==> src/rtl/uart_pkg.sv <==
// rtl/uart_pkg.sv - shared UART state encodings and width helper
//
// Purpose: common definitions for uart_tx and uart_rx.
// Ports: none (package).
package uart_pkg;

  typedef enum logic [2:0] {
    ST_IDLE      = 3'd0,
    ST_START     = 3'd1,
    ST_DATA      = 3'd2,
    ST_STOP      = 3'd3,
    ST_WAIT_HIGH = 3'd4
  } uart_state_e;

  // Width needed to count 0..n-1; never returns 0 so degenerate
  // parameters still yield a legal vector.
  function automatic int unsigned cnt_width(input int unsigned n);
    return (n <= 1) ? 1 : $clog2(n);
  endfunction

endpackage

==> src/rtl/sync_2ff.sv <==
// rtl/sync_2ff.sv - two-flop synchronizer for an asynchronous input
//
// Purpose: bring an asynchronous single-bit signal into the clk domain.
// Ports:
//   clk    - destination clock, rising edge
//   rst_n  - asynchronous active-low reset; both flops load RESET_VAL
//   d      - asynchronous input
//   q      - synchronized output (second flop)
module sync_2ff #(
  parameter logic RESET_VAL = 1'b0
) (
  input  logic clk,
  input  logic rst_n,
  input  logic d,
  output logic q
);

  logic meta_q;
  logic sync_q;

  always_ff @(posedge clk or negedge rst_n) begin
    if (!rst_n) begin
      meta_q <= RESET_VAL;
      sync_q <= RESET_VAL;
    end else begin
      meta_q <= d;
      sync_q <= meta_q;
    end
  end

  assign q = sync_q;

endmodule

==> src/rtl/uart_rx.sv <==
// rtl/uart_rx.sv - UART receiver, 8N1-style framing with mid-bit sampling
//
// Purpose: receive 1 start bit, DATA_BITS data bits (LSB first) and 1 stop
// bit from an asynchronous serial line; strobe good words and framing errors.
// Ports:
//   i_Clock        - system clock, rising edge
//   i_Rst_n        - asynchronous active-low reset
//   i_Rx_Serial    - asynchronous serial line, idles high
//   o_Rx_DV        - one-cycle strobe, o_Rx_Data valid with a good stop bit
//   o_Rx_Data      - last received word, held until the next good frame
//   o_Rx_Frame_Err - one-cycle strobe when the stop bit samples low
//   o_Rx_Active    - high while a frame is in progress
module uart_rx
  import uart_pkg::*;
#(
  parameter int CLKS_PER_BIT = 87,
  parameter int DATA_BITS    = 8
) (
  input  logic                 i_Clock,
  input  logic                 i_Rst_n,
  input  logic                 i_Rx_Serial,
  output logic                 o_Rx_DV,
  output logic [DATA_BITS-1:0] o_Rx_Data,
  output logic                 o_Rx_Frame_Err,
  output logic                 o_Rx_Active
);

  localparam int CNT_W = cnt_width(CLKS_PER_BIT);
  localparam int IDX_W = cnt_width(DATA_BITS);

  localparam logic [CNT_W-1:0] HALF     = CNT_W'((CLKS_PER_BIT - 1) / 2);
  localparam logic [CNT_W-1:0] LAST_CNT = CNT_W'(CLKS_PER_BIT - 1);
  localparam logic [IDX_W-1:0] LAST_IDX = IDX_W'(DATA_BITS - 1);

  logic rx_s;

  uart_state_e          state_q, state_d;
  logic [CNT_W-1:0]     cnt_q, cnt_d;
  logic [IDX_W-1:0]     idx_q, idx_d;
  logic [DATA_BITS-1:0] shift_q, shift_d;
  logic [DATA_BITS-1:0] data_q, data_d;
  logic                 dv_q, dv_d;
  logic                 ferr_q, ferr_d;

  // Line idles high, so the synchronizer resets to 1 to avoid a false start.
  sync_2ff #(.RESET_VAL(1'b1)) u_sync (
    .clk   (i_Clock),
    .rst_n (i_Rst_n),
    .d     (i_Rx_Serial),
    .q     (rx_s)
  );

  always_ff @(posedge i_Clock or negedge i_Rst_n) begin
    if (!i_Rst_n) begin
      state_q <= ST_IDLE;
      cnt_q   <= '0;
      idx_q   <= '0;
      shift_q <= '0;
      data_q  <= '0;
      dv_q    <= 1'b0;
      ferr_q  <= 1'b0;
    end else begin
      state_q <= state_d;
      cnt_q   <= cnt_d;
      idx_q   <= idx_d;
      shift_q <= shift_d;
      data_q  <= data_d;
      dv_q    <= dv_d;
      ferr_q  <= ferr_d;
    end
  end

  always_comb begin
    state_d = state_q;
    cnt_d   = cnt_q;
    idx_d   = idx_q;
    shift_d = shift_q;
    data_d  = data_q;
    dv_d    = 1'b0;
    ferr_d  = 1'b0;

    case (state_q)
      ST_IDLE: begin
        cnt_d = '0;
        idx_d = '0;
        if (!rx_s) begin
          state_d = ST_START;
        end
      end

      // Re-check the line at mid start bit; a pulse shorter than half a
      // bit is treated as noise and dropped silently.
      ST_START: begin
        if (cnt_q == HALF) begin
          cnt_d   = '0;
          state_d = rx_s ? ST_IDLE : ST_DATA;
        end else begin
          cnt_d = cnt_q + 1'b1;
        end
      end

      // Counting from mid start bit, each full bit period lands mid-bit.
      ST_DATA: begin
        if (cnt_q == LAST_CNT) begin
          cnt_d          = '0;
          shift_d[idx_q] = rx_s;
          if (idx_q == LAST_IDX) begin
            idx_d   = '0;
            state_d = ST_STOP;
          end else begin
            idx_d = idx_q + 1'b1;
          end
        end else begin
          cnt_d = cnt_q + 1'b1;
        end
      end

      // Leaving at mid stop bit leaves half a bit of margin to catch a
      // start bit that follows with no idle gap.
      ST_STOP: begin
        if (cnt_q == LAST_CNT) begin
          cnt_d = '0;
          if (rx_s) begin
            data_d  = shift_q;
            dv_d    = 1'b1;
            state_d = ST_IDLE;
          end else begin
            ferr_d  = 1'b1;
            state_d = ST_WAIT_HIGH;
          end
        end else begin
          cnt_d = cnt_q + 1'b1;
        end
      end

      // A held-low line (break) must not be seen as a stream of start bits.
      ST_WAIT_HIGH: begin
        cnt_d = '0;
        idx_d = '0;
        if (rx_s) begin
          state_d = ST_IDLE;
        end
      end

      default: begin
        state_d = ST_IDLE;
        cnt_d   = '0;
        idx_d   = '0;
      end
    endcase
  end

  assign o_Rx_DV        = dv_q;
  assign o_Rx_Frame_Err = ferr_q;
  assign o_Rx_Data      = data_q;
  assign o_Rx_Active    = (state_q != ST_IDLE);

endmodule

==> config.mk <==
export PLATFORM = sky130hd
export DESIGN_NAME = uart_rx
export DESIGN_NICKNAME = d
export VERILOG_FILES = /design/src/rtl/uart_pkg.sv /design/src/rtl/sync_2ff.sv /design/src/rtl/uart_rx.sv
export SDC_FILE = /design/constraint.sdc
export NUM_CORES = 1
export LEC_CHECK = 0
export ABC_AREA = 1
export BUFFER_PORTS_ARGS = -buffer_cell sky130_fd_sc_hd__buf_4
export CAP_MARGIN = 40
export CORE_UTILIZATION = 42
export DETAILED_ROUTE_END_ITERATION = 8
export HOLD_SLACK_MARGIN = 0.08
export PLACE_DENSITY = 0.66
export SETUP_SLACK_MARGIN = 0.15
export SLEW_MARGIN = 20
export SYNTH_ARGS = -nofsm -noshare
export SYNTH_HDL_FRONTEND = slang
export SYNTH_SLANG_ARGS = --single-unit
==> constraint.sdc <==
create_clock -name i_Clock -period 2.6 [get_ports i_Clock]
set_input_delay 0.39 -clock i_Clock [delete_from_list [all_inputs] [get_ports i_Clock]]
set_output_delay 0.39 -clock i_Clock [all_outputs]
set_load 0.01 [all_outputs]
==> summary.md, run 1 <==
| Metric | Value |
|---|---|
| Status | finished, final reports clean |
| N_diodes | 0 |
| CTS tree | built |
| Ys async rst share | 100% |
| Num rows | 21 |
| Layout cells sized above 1 | 16.7% |
| CTS sink count | 33 |
| Register bit count reported by yosys | 33 |
| Clock Pin Slew Worst Setup and Hold Paths | 60 ps |
| Final setup TNS | 0 ps |
| CP Cell Sequence | inv_1, ha_1, nand3_4, nor2_8, nor2_1, nor2_2, nand2_2, nand2_1, nand2_1 |
| Max_cap viols | 0 |
| Insertion delay to the later sink of the worst-skew pair | approximately 280 ps |
| Cell Pwr Density | 822 nW/um^2 |
| Post-synth cell types | 25 |
| Crit Reg-Reg Endpoint | state_q[2] |
| Via-to-Cell Ratio | just under 5 |
| Top delay family on crit path | simple AND/OR/NAND/NOR gates |
| Buf/Inv on CP | 1 |
| Most common cell after layout, fill and taps aside | nand2_1 |
| Vias in the first global route | ~1,100 |
| Hold Path Sink | u_sync.meta_q |
| RSZ-0062 raised after global routing | false |
| Post-Syn Area per Cell | roughly 9.1 um^2 |
| Critical Path AT | about 1800 ps |
| Root Driver | clkbuf_8 |
| Drt total wl | 2.73 mm |
| Placer Congestion | slightly above 0.8 |
| Total number of vias | around 1,200 |
| Die Wd | between 60 and 70 um |
| YS warnings | 0 |
| LEAKAGE | 0.927 nW |
| Layout area overhead | 16.9% |
| Hold Path Stages | 1 |
| Main synth FF type | dfrtp_1 |
| Peak VDD IR | 0.412 mV |
| # placed instances | 229 |
| Pre-CTS setup slack | 1020 ps |
| Seq/Total Area, Yosys | 52.7% |
| Period utilisation layout | 61.3% |
| Fin. max-slew vios | 0 |
| Setup CP Type | reg2reg |
| Ports | 14 |
| Crit path capture type | register |
| IO buf count | 13 |
| CP max stage delay | just over 400 ps |
| Most frequent cells in the layout | nand2_1, dfrtp_1, nand3_1 |
| Largest net degree at the start of global routing | 34 |
| Die area | roughly 4000 um^2 |
| Setup crit start kind | register |
| Initial core utilization | between 40% and 50% |
| GRT Total Usage | between 10% and 20% |
| Final setup viols | 0 |
| Fmax | roughly 630 MHz |
| DRT iter0 DRCs | 54 |
| Rel. slew slack | around 73% |
| Final Skew | approximately 3.3 ps |
| Worst endpoint required time | between 2000 and 3000 ps |
| Worst-path fanout max | 7 |
| R2r worst-path depth | 9 |
| Core ar. | approximately 3500 um^2 |
| HP Class | in2reg |
| First-pass GRT wire length | ~5 mm |
| DRT Pass-1 Iters | 4 |
| Slew @ Worst Pin | around 400 ps |
| DRC | 0 |
| Cell Area, Synth | roughly 1600 um^2 |
| Slowest cell on crit path | dfrtp_1 |
| Final WS setup | between 1000 and 1500 ps |
| Most common cell on crit path | nand2_1 |
| Final HPWL DP | roughly 1.9 mm |
| Nets | slightly below 200 |
| Hold Violations, Final | 0 |
| Flop2flop setup slack | between 1000 and 1500 ps |
| Number of synthesized flops with an enable pin | 0 |
| Antenna-violating nets left | 0 |
| Hold Crit Start | i_Rx_Serial |
| PostCTS Resize Cnt | 0 |
| WL/cell | 11.5 um |
| Cell Count, Final, Fillers Out | 238 |
| Mapped Cells | roughly 170 |
| CTS buffer count | 5 |
| Worst R2R Start | cnt_q[0] |
| CTS H-tree depth | 2 |
| Initial antenna violation count | 0 |
| GRT overflow | 0 |
| Die H | about 63 um |
| Mapped Nets | around 180 |
| CTS Buffer Depth | 2 |
| Final Critical Period | ~1600 ps |
-- stage by stage --
| step | utilization, % | power [mW] | hold WS, ps | cell area [um^2] |
|---|---|---|---|---|
| 3_3_place_gp | 49.3 | 1.02 | 347 | 1710 |
| 6_report | 53.0 | 1.51 | 212 | 1840 |
| 2_1_floorplan | - | 0.938 | 94.4 | 1570 |
| 3_5_place_dp | 49.3 | 1.02 | 350 | 1710 |
| 5_1_grt | 53.0 | 1.62 | 192 | 1840 |
| 4_1_cts | 53.0 | 1.52 | 201 | 1840 |
-- cell usage after synthesis (2+ instances only) --
cell type / number / share of area, %
inv_1: 16 / 3.8
clkinv_1: 2 / 0.48
ha_1: 4 / 3.2
nand2_1: 45 / 11
nand3_1: 18 / 5.7
xor2_1: 3 / 1.7
nor2_2: 4 / 1.6
o21ai_0: 11 / 3.5
dfrtp_1: 31 / 49
dfstp_2: 2 / 3.3
nor2_1: 14 / 3.3
o31ai_1: 8 / 3.8
nor3_1: 2 / 0.64
-- flip-flops by register name (all words and copies together) (netlist names) --
signal,count
cnt_q,7
idx_q,3
o_Rx_DV,1
o_Rx_Data,8
o_Rx_Frame_Err,1
shift_q,8
state_q,3
u_sync.meta_q,1
u_sync.q,1
-- repair_timing --
action | CTS | global route
setup endpoints to repair | 0 | 0
setup buffers | 0 | 0
hold endpoints to repair | 31 | 0
hold buffers | 1 | 0
-- worst register-to-register path, delay by kind of cell, from the launching register on --
kind	cells	cell delay (ps)
adder cells (fa/ha/maj)	1	180
buffers and inverters	1	70
AND/OR/NAND/NOR	7	840
flip-flops	1	410
-- final cells by class --
type | instances | area [um^2]
Multi-Input combinational cell | 119 | 659
Clock inverter | 1 | 30.0
Clock buffer | 7 | 86.3
Timing Repair Buffer | 14 | 108
Sequential cell | 33 | 828
Inverter | 18 | 67.6
Fill cell | 325 | 1630
Tap cell | 46 | 57.6
-- where the power goes --
group	internal (mW)	switching [mW]
clock network	0.312	0.181
logic	0.135	0.261
registers	0.561	0.0607
total	1.01	0.502
-- worst max-delay path by stage --
| stage | to | startpoint | cells after the start | slack (ps) |
|---|---|---|---|---|
| 5_1_grt | o_Rx_Data[4] | cnt_q[0] | 8 | 870 |
| 3_5_place_dp | state_q[2] | cnt_q[0] | 9 | 1020 |
| 2_1_floorplan | state_q[2] | cnt_q[0] | 9 | 1140 |
| 4_1_cts | shift_q[2] | cnt_q[0] | 7 | 1010 |
| 3_3_place_gp | state_q[1] | cnt_q[0] | 9 | 1060 |
| 6_report | state_q[2] | cnt_q[0] | 9 | 1010 |
-- cells by family (layout without fill, tap and decap cells) --
family	count (synthesis)	count (layout)	share of synthesized area, %
adders and majority gates	4	4	3.18
and+or+nand+nor	91	91	28.8
DFF	33	33	52.7
buffers and inverters	20	40	5.33
xor gates and xnor gates	4	4	2.23
AOI/OAI and AO/OA	20	20	7.72
-- metal layers --
layer  vias to the layer above  track usage, %  part of all wire (%)
li1                        600               -                     -
met1                       553            18.3                    45
met2                        17            26.9                    49
met3                         5            5.98                   4.1
met4                         0            8.52                   1.5
met5                         -               0                     0
No activity file was read; power rests on OpenSTA's default activity.
==> run 2: changes to the inputs <==
Settings changed: ABC_AREA 1 to 0, PLACE_DENSITY 0.66 to 0.68.
Clock period 2.6 ns to 1.37 ns, I/O delays scaled along.
==> run 2 against run 1 <==
The run now ends with setup timing left. Sequential cell count did not move. Design area rose by 11%. Critical path type unchanged. Highest routed layer unchanged. Area after synthesis fell by 3.2%. Largest cell class unchanged.
==> summary.md, run 2 <==
| Metric | Value |
|---|---|
| Main synth FF type | dfrtp_1 (unchanged) |
| WL/cell | 14.2 um (was 11.5 um) |
| Number of synthesized flops with an enable pin | 0 (unchanged) |
| Post-Syn Area per Cell | 11.9 um^2 (was 9.14 um^2) |
| Share of the synthesized area in the top cell type | 51.0% (was 49.4%) |
| Commonest cells in the netlist | dfrtp_1, mux2_2, nor2_1, nor3_1, nand2_1 (was nand2_1, dfrtp_1, nand3_1, inv_1, nor2_1) |
| Storage element area | 828 um^2 (unchanged) |
| Most common cell after layout, fill and taps aside | buf_4 (was nand2_1) |
| First-pass GRT wire length | 5.45 mm (was 4.86 mm) |
| Fin. max-slew vios | 0 (unchanged) |
| Via-to-Cell Ratio | 5.26 (was 4.94) |
| Slew @ Worst Pin | 422 ps (was 402 ps) |
| Finished Core Util | 59.6% (was 53.0%) |
| Num rows | 21 (unchanged) |
| Power share of the sequential group | 51.9% (was 41.2%) |
| Final HPWL DP | 2.08 mm (was 1.89 mm) |
| Mapped Cells | 128 (was 172) |
| Area contributors post-synth | dfrtp_1, mux2_2, dfstp_2 (was dfrtp_1, nand2_1, nand3_1) |
| Post-route cell area | 2040 um^2 (was 1840 um^2) |
| Register bit count reported by yosys | 33 (unchanged) |
| Ys async rst share | 100% (unchanged) |
| Die H | 62.2 um (was 63.2 um) |
| DRT iter0 DRCs | 40 (was 54) |
| Die Wd | 62.2 um (was 63.2 um) |
| Largest net degree at the start of global routing | 34 (unchanged) |
| Cell Pwr Density | 948 nW/um^2 (was 822 nW/um^2) |
| Total number of vias | 1,137 (was 1,175) |
| Final setup viols | 32 (was 0) |
| Drt total wl | 3.08 mm (was 2.73 mm) |
| DRT Pass-1 Iters | 4 (unchanged) |
| Cell-internal power | 1.50 mW (was 1.01 mW) |
| Seq/Total Area, Yosys | 54.4% (was 52.7%) |
| Fillers | 296 (was 325) |
| Status | complete, but fails checks (was finished, final reports clean) |
| Placed cell area | 1840 um^2 (was 1710 um^2) |
| Initial antenna violation count | 0 (unchanged) |
| Setup CP Type | reg2reg (unchanged) |
| Placer Congestion | 0.844 (was 0.827) |
| Final setup TNS | -8100 ps (was 0 ps) |
| CTS H-tree depth | 2 (unchanged) |
| Layout cells sized above 1 | 45.9% (was 16.7%) |
| Rel. slew slack | 71.9% (was 73.2%) |
| Fmax | 524 MHz (was 627 MHz) |
| Violated checks | setup timing |
| Max_cap viols | 0 (unchanged) |
| Setup crit start kind | register (unchanged) |
| Antenna-violating nets left | 0 (unchanged) |
| YS warnings | 0 (unchanged) |
| Post-synth cell types | 35 (was 25) |
| Switching share of power | 22.0% (was 33.2%) |
| Worst-path fanout max | 4 (was 7) |
| CTS sink count | 33 (unchanged) |
| GRT Total Usage | 18.5% (was 16.3%) |
| Overall power | 1.93 mW (was 1.51 mW) |
| IO buf count | 13 (unchanged) |
| Combinational Power Share | 8.8% (was 26.2%) |
| DRC | 0 (unchanged) |
| CTS tree | built (unchanged) |
| Multi-input gate area | 726 um^2 (was 659 um^2) |
| HP Class | in2async (was in2reg) |
| Worst endpoint required time | 1610 ps (was 2780 ps) |
| CTS buffer count | 5 (unchanged) |
| Critical Path AT | 2150 ps (was 1770 ps) |
| Clock Pin Slew Worst Setup and Hold Paths | 100 ps (was 60 ps) |
| Nets | 176 (was 198) |
| RSZ-0062 raised after global routing | true (was false) |
| Crit path capture type | register (unchanged) |
| NetSw | 0.425 mW (was 0.502 mW) |
| Insertion delay to the later sink of the worst-skew pair | 340 ps (was 280 ps) |
| Final Critical Period | 1910 ps (was 1590 ps) |
| Cell Area, Synth | 1520 um^2 (was 1570 um^2) |
| Most area-hungry cell type in the Yosys netlist | dfrtp_1 (unchanged) |
| Ports | 14 (unchanged) |
| LEAKAGE | 0.929 nW (was 0.927 nW) |
| Mapped Nets | 135 (was 179) |
| Period utilisation layout | 139% (was 61.3%) |
| Root Driver | clkbuf_4 (was clkbuf_8) |
| Peak VDD IR | 0.591 mV (was 0.412 mV) |
| Layout area overhead | 33.8% (was 16.9%) |
| Core ar. | 3420 um^2 (was 3470 um^2) |
| GRT overflow | 0 (unchanged) |
| Vias in the first global route | 1,192 (was 1,137) |
| Cell with the most instances after synthesis | dfrtp_1 (was nand2_1) |
| N_diodes | 0 (unchanged) |
| Die area | 3870 um^2 (was 3990 um^2) |
| Pre-CTS setup slack | -582 ps (was 1020 ps) |
| CTS Buffer Depth | 2 (unchanged) |
| Clock power frac | 39.3% (was 32.6%) |
| Final Skew | 8.98 ps (was 3.30 ps) |
| Hold Violations, Final | 0 (unchanged) |
| Initial core utilization | 44.5% (was 45.3%) |
| Most frequent cells in the layout | buf_4, dfrtp_1, mux2_2 (was nand2_1, dfrtp_1, nand3_1) |
| Final WS setup | -540 ps (was 1010 ps) |
| Flop2flop setup slack | -540 ps (was 1010 ps) |
-- run 2: cell count changes in the layout (fill, tap and decap cells not counted), sizes merged, moves of 3 or more --
cell | previous run | this run
nor2 | 19 | 9
buf | 13 | 38
xnor2 | 1 | 4
o21ai | 11 | 1
nand3 | 19 | 6
o31ai | 8 | 0
a21oi | 0 | 3
nor3 | 3 | 9
inv | 16 | 5
mux2 | 0 | 16
nand2 | 47 | 7
-- run 2: per-layer routing --
metal / vias up / track usage (%) / routed length, um
li1: 537 / - / -
met1: 558 / 20.7 / 1300
met2: 31 / 31.5 / 1570
met3: 11 / 6.25 / 126
met4: 0 / 9.30 / 88
met5: - / 0 / 0
-- run 2: cells by family (layout without fill, tap and decap cells) --
kind of cell    after synthesis  in the layout  share of synthesized area [%]
buf+inv                      11             53                           3.54
fa+ha+maj                     4              4                           3.29
xor+xnor                      6              6                           3.45
simple gates                 47             47                           17.8
mux                          17             17                           12.5
compound gates               10             10                           4.93
flops                        33             33                           54.4
-- run 2: path summary, 6_finish.rpt --
| check | endpoint | start | depth (start not counted) |
|---|---|---|---|
| max | shift_q[3] | cnt_q[0] | 6 |
| min | shift_q[2] | i_Rst_n | 2 |
| max reg2reg | shift_q[3] | cnt_q[0] | 6 |
| min reg2reg | u_sync.q | u_sync.meta_q | 0 |
| max in group asynchronous | u_sync.meta_q | i_Rst_n | 2 |
| min in group i_Clock | u_sync.q | u_sync.meta_q | 0 |
-- run 2: worst max-delay path: stages (launching register included) --
cell and delay [ps]:
dfrtp_1 390, inv_1 60, ha_1 140, nand4b_1 110, or4_4 590, nor3b_4 210, mux2_4 320
-- run 2: layout make-up --
type | instances | area share, %
flip-flops and latches | 33 | 40.7
well taps | 46 | 2.83
clock inverters | 1 | 1.48
inverters | 5 | 0.922
clock buffers | 7 | 2.70
repair buffers | 40 | 15.7
multi-input cells | 84 | 35.6
-- run 2: through the flow --
stage                     instances  hold WS [ps]
after floorplan                 128         -90.1
after global placement          204           163
after detailed placement        204           171
after CTS                       216           334
after global routing            216           356
final                           216           343
-- run 2: timing repair --
action / CTS / global route
endpoints found under the setup margin: 32 / 32
setup buffers: 2 / 0
endpoints found under the hold margin: 32 / 0
hold buffers: 2 / 0
resized for setup: 15 / 2
pin swaps: 1 / 1
-- run 2: power by group through the flow --
| stage | registers (mW) | logic, mW | clock network (mW) |
|---|---|---|---|
| 2_1_floorplan | 1.02 | 0.0738 | 0 |
| 3_3_place_gp | 1.02 | 0.147 | 0 |
| 3_5_place_dp | 1.02 | 0.152 | 0 |
| 4_1_cts | 1.00 | 0.169 | 0.786 |
| 5_1_grt | 1.00 | 0.187 | 0.815 |
| 6_report | 1.00 | 0.169 | 0.759 |
==> run 3: changes to the inputs <==
Settings changed: REMOVE_ABC_BUFFERS set to 1.
==> run 3 against run 2 <==
The flow still finishes with violations (setup timing). Fmax fell by 0.50%. Non-clock buffer count grew 5. Clock skew is 1.5 ps lower. Routed wire length up 14%. Count of clock-buffer cells in the layout is the same. Via count is 1.2% higher. Critical path type unchanged. Largest cell class unchanged.
==> summary.md, run 3 (synthesized netlist as in run 2, its figures left out) <==
| Metric | Value |
|---|---|
| Most frequent cells in the layout | buf_4, dfrtp_1, mux2_2 (unchanged) |
| Pre-CTS setup slack | -552 ps (was -582 ps) |
| GRT overflow | 0 (unchanged) |
| Combinational Power Share | 11.0% (was 8.8%) |
| Clock power frac | 38.2% (was 39.3%) |
| DRC | 0 (unchanged) |
| Worst endpoint required time | 1580 ps (was 1610 ps) |
| Die area | 3870 um^2 (unchanged) |
| Worst-path fanout max | 4 (unchanged) |
| Largest net degree at the start of global routing | 34 (unchanged) |
| Most common cell after layout, fill and taps aside | buf_4 (unchanged) |
| Initial core utilization | 44.5% (unchanged) |
| Rel. slew slack | 71.7% (was 71.9%) |
| Setup CP Type | reg2reg (unchanged) |
| DRT iter0 DRCs | 56 (was 40) |
| Layout cells sized above 1 | 55.4% (was 45.9%) |
| Slew @ Worst Pin | 425 ps (was 422 ps) |
| Peak VDD IR | 0.583 mV (was 0.591 mV) |
| Die Wd | 62.2 um (unchanged) |
| NetSw | 0.443 mW (was 0.425 mW) |
| Vias in the first global route | 1,156 (was 1,192) |
| Antenna-violating nets left | 0 (unchanged) |
| CTS H-tree depth | 2 (unchanged) |
| Final Critical Period | 1920 ps (was 1910 ps) |
| Cell Count, Final, Fillers Out | 221 (was 216) |
| RSZ-0062 raised after global routing | true (unchanged) |
| Placed cell area | 1810 um^2 (was 1840 um^2) |
| Initial antenna violation count | 0 (unchanged) |
| Setup crit start kind | register (unchanged) |
| HP Class | in2async (unchanged) |
| Final WS setup | -549 ps (was -540 ps) |
| Nets | 181 (was 176) |
| LEAKAGE | 0.994 nW (was 0.929 nW) |
| Insertion delay to the later sink of the worst-skew pair | 330 ps (was 340 ps) |
| Fmax | 521 MHz (was 524 MHz) |
| Crit path capture type | register (unchanged) |
| Drt total wl | 3.52 mm (was 3.08 mm) |
| Critical Path AT | 2130 ps (was 2150 ps) |
| Violated checks | setup timing (unchanged) |
| Final HPWL DP | 2.15 mm (was 2.08 mm) |
| Core ar. | 3420 um^2 (unchanged) |
| N_diodes | 0 (unchanged) |
| WL/cell | 15.9 um (was 14.2 um) |
| Switching share of power | 22.4% (was 22.0%) |
| Finished Core Util | 63.7% (was 59.6%) |
| CP max stage delay | 460 ps (was 590 ps) |
| DRT Pass-1 Iters | 4 (unchanged) |
| Power share of the sequential group | 50.8% (was 51.9%) |
| Status | complete, but fails checks (unchanged) |
| Worst setup path startpoint | state_q[0] (was cnt_q[0]) |
| Via-to-Cell Ratio | 5.21 (was 5.26) |
| Cell-internal power | 1.53 mW (was 1.50 mW) |
| Placer Congestion | 0.784 (was 0.844) |
| Final setup TNS | -10,030 ps (was -8100 ps) |
| Ports | 14 (unchanged) |
| Post-route cell area | 2170 um^2 (was 2040 um^2) |
| CTS Buffer Depth | 2 (unchanged) |
| Hold Violations, Final | 0 (unchanged) |
| Max_cap viols | 0 (unchanged) |
| Num rows | 21 (unchanged) |
| Cell Pwr Density | 908 nW/um^2 (was 948 nW/um^2) |
| Overall power | 1.97 mW (was 1.93 mW) |
| Worst R2R Start | state_q[0] (was cnt_q[0]) |
| Fin. max-slew vios | 0 (unchanged) |
| CTS buffer count | 5 (unchanged) |
| First-pass GRT wire length | 5.36 mm (was 5.45 mm) |
| GRT Total Usage | 18.4% (was 18.5%) |
| Slowest cell on crit path | or4_4 (unchanged) |
| Period utilisation layout | 140% (was 139%) |
| Layout area overhead | 42.9% (was 33.8%) |
| Total number of vias | 1,151 (was 1,137) |
| CP Cell Sequence | or3b_4, or4_4, nor3b_2, mux2_4 (was inv_1, ha_1, nand4b_1, or4_4, nor3b_4, mux2_4) |
| Root Driver | clkbuf_4 (unchanged) |
| Final Skew | 7.50 ps (was 8.98 ps) |
| Clock Pin Slew Worst Setup and Hold Paths | 100 ps (about the same) |
| Die H | 62.2 um (unchanged) |
| Worst hold slack | 351 ps (was 343 ps) |
| CTS sink count | 33 (unchanged) |
| Final setup viols | 32 (unchanged) |
| # placed instances | 204 (unchanged) |
| IO buf count | 13 (unchanged) |
| CTS tree | built (unchanged) |
run 3: worst max-delay path: cells and delay by family, from the launching register on:
family           cells  cell delay (ps)
and+or+nand+nor      3             1070
muxes                1              320
DFF                  1              400
run 3: what timing repair did:
item                                   4_1_cts  5_1_grt
gates resized for setup                     21       25
hold buffers                                 2        0
setup endpoints to repair                   32       32
buffers inserted                             2        5
pin swaps                                    9       15
endpoints found under the hold margin       32        0
run 3: path summary, 6_finish.rpt:
| check | end | slack (ps) | cells past startpoint |
|---|---|---|---|
| max | shift_q[3] | -550 | 4 |
| min | shift_q[2] | 350 | 2 |
| max reg2reg | shift_q[3] | -550 | 4 |
| min reg2reg | u_sync.q | 360 | 0 |
| max in group asynchronous | u_sync.q | 680 | 2 |
| min in group i_Clock | u_sync.q | 360 | 0 |
run 3: area by class of cell:
class	instances	area [um^2]
Fill cell	259	1240
Sequential cell	33	828
Multi-Input combinational cell	84	805
Timing Repair Buffer	45	380
Tap cell	46	57.6
Clock buffer	7	55.1
Clock inverter	1	30.0
Inverter	5	18.8
run 3: metal layers:
metal / up-vias / routed length (um) / track usage [%]
met3: 12 / 101 / 5.33
met1: 569 / 1370 / 20.1
met2: 24 / 1920 / 32.3
met4: 0 / 120 / 9.30
met5: - / 0 / 0
li1: 546 / - / -
run 3: power groups by stage:
stage	clock [mW]	sequential, mW	combinational [mW]
floorplan	0	1.03	0.0519
global route	0.815	1.00	0.235
finish	0.754	1.00	0.217
global placement	0	1.02	0.141
CTS	0.775	0.999	0.164
detailed placement	0	1.02	0.146
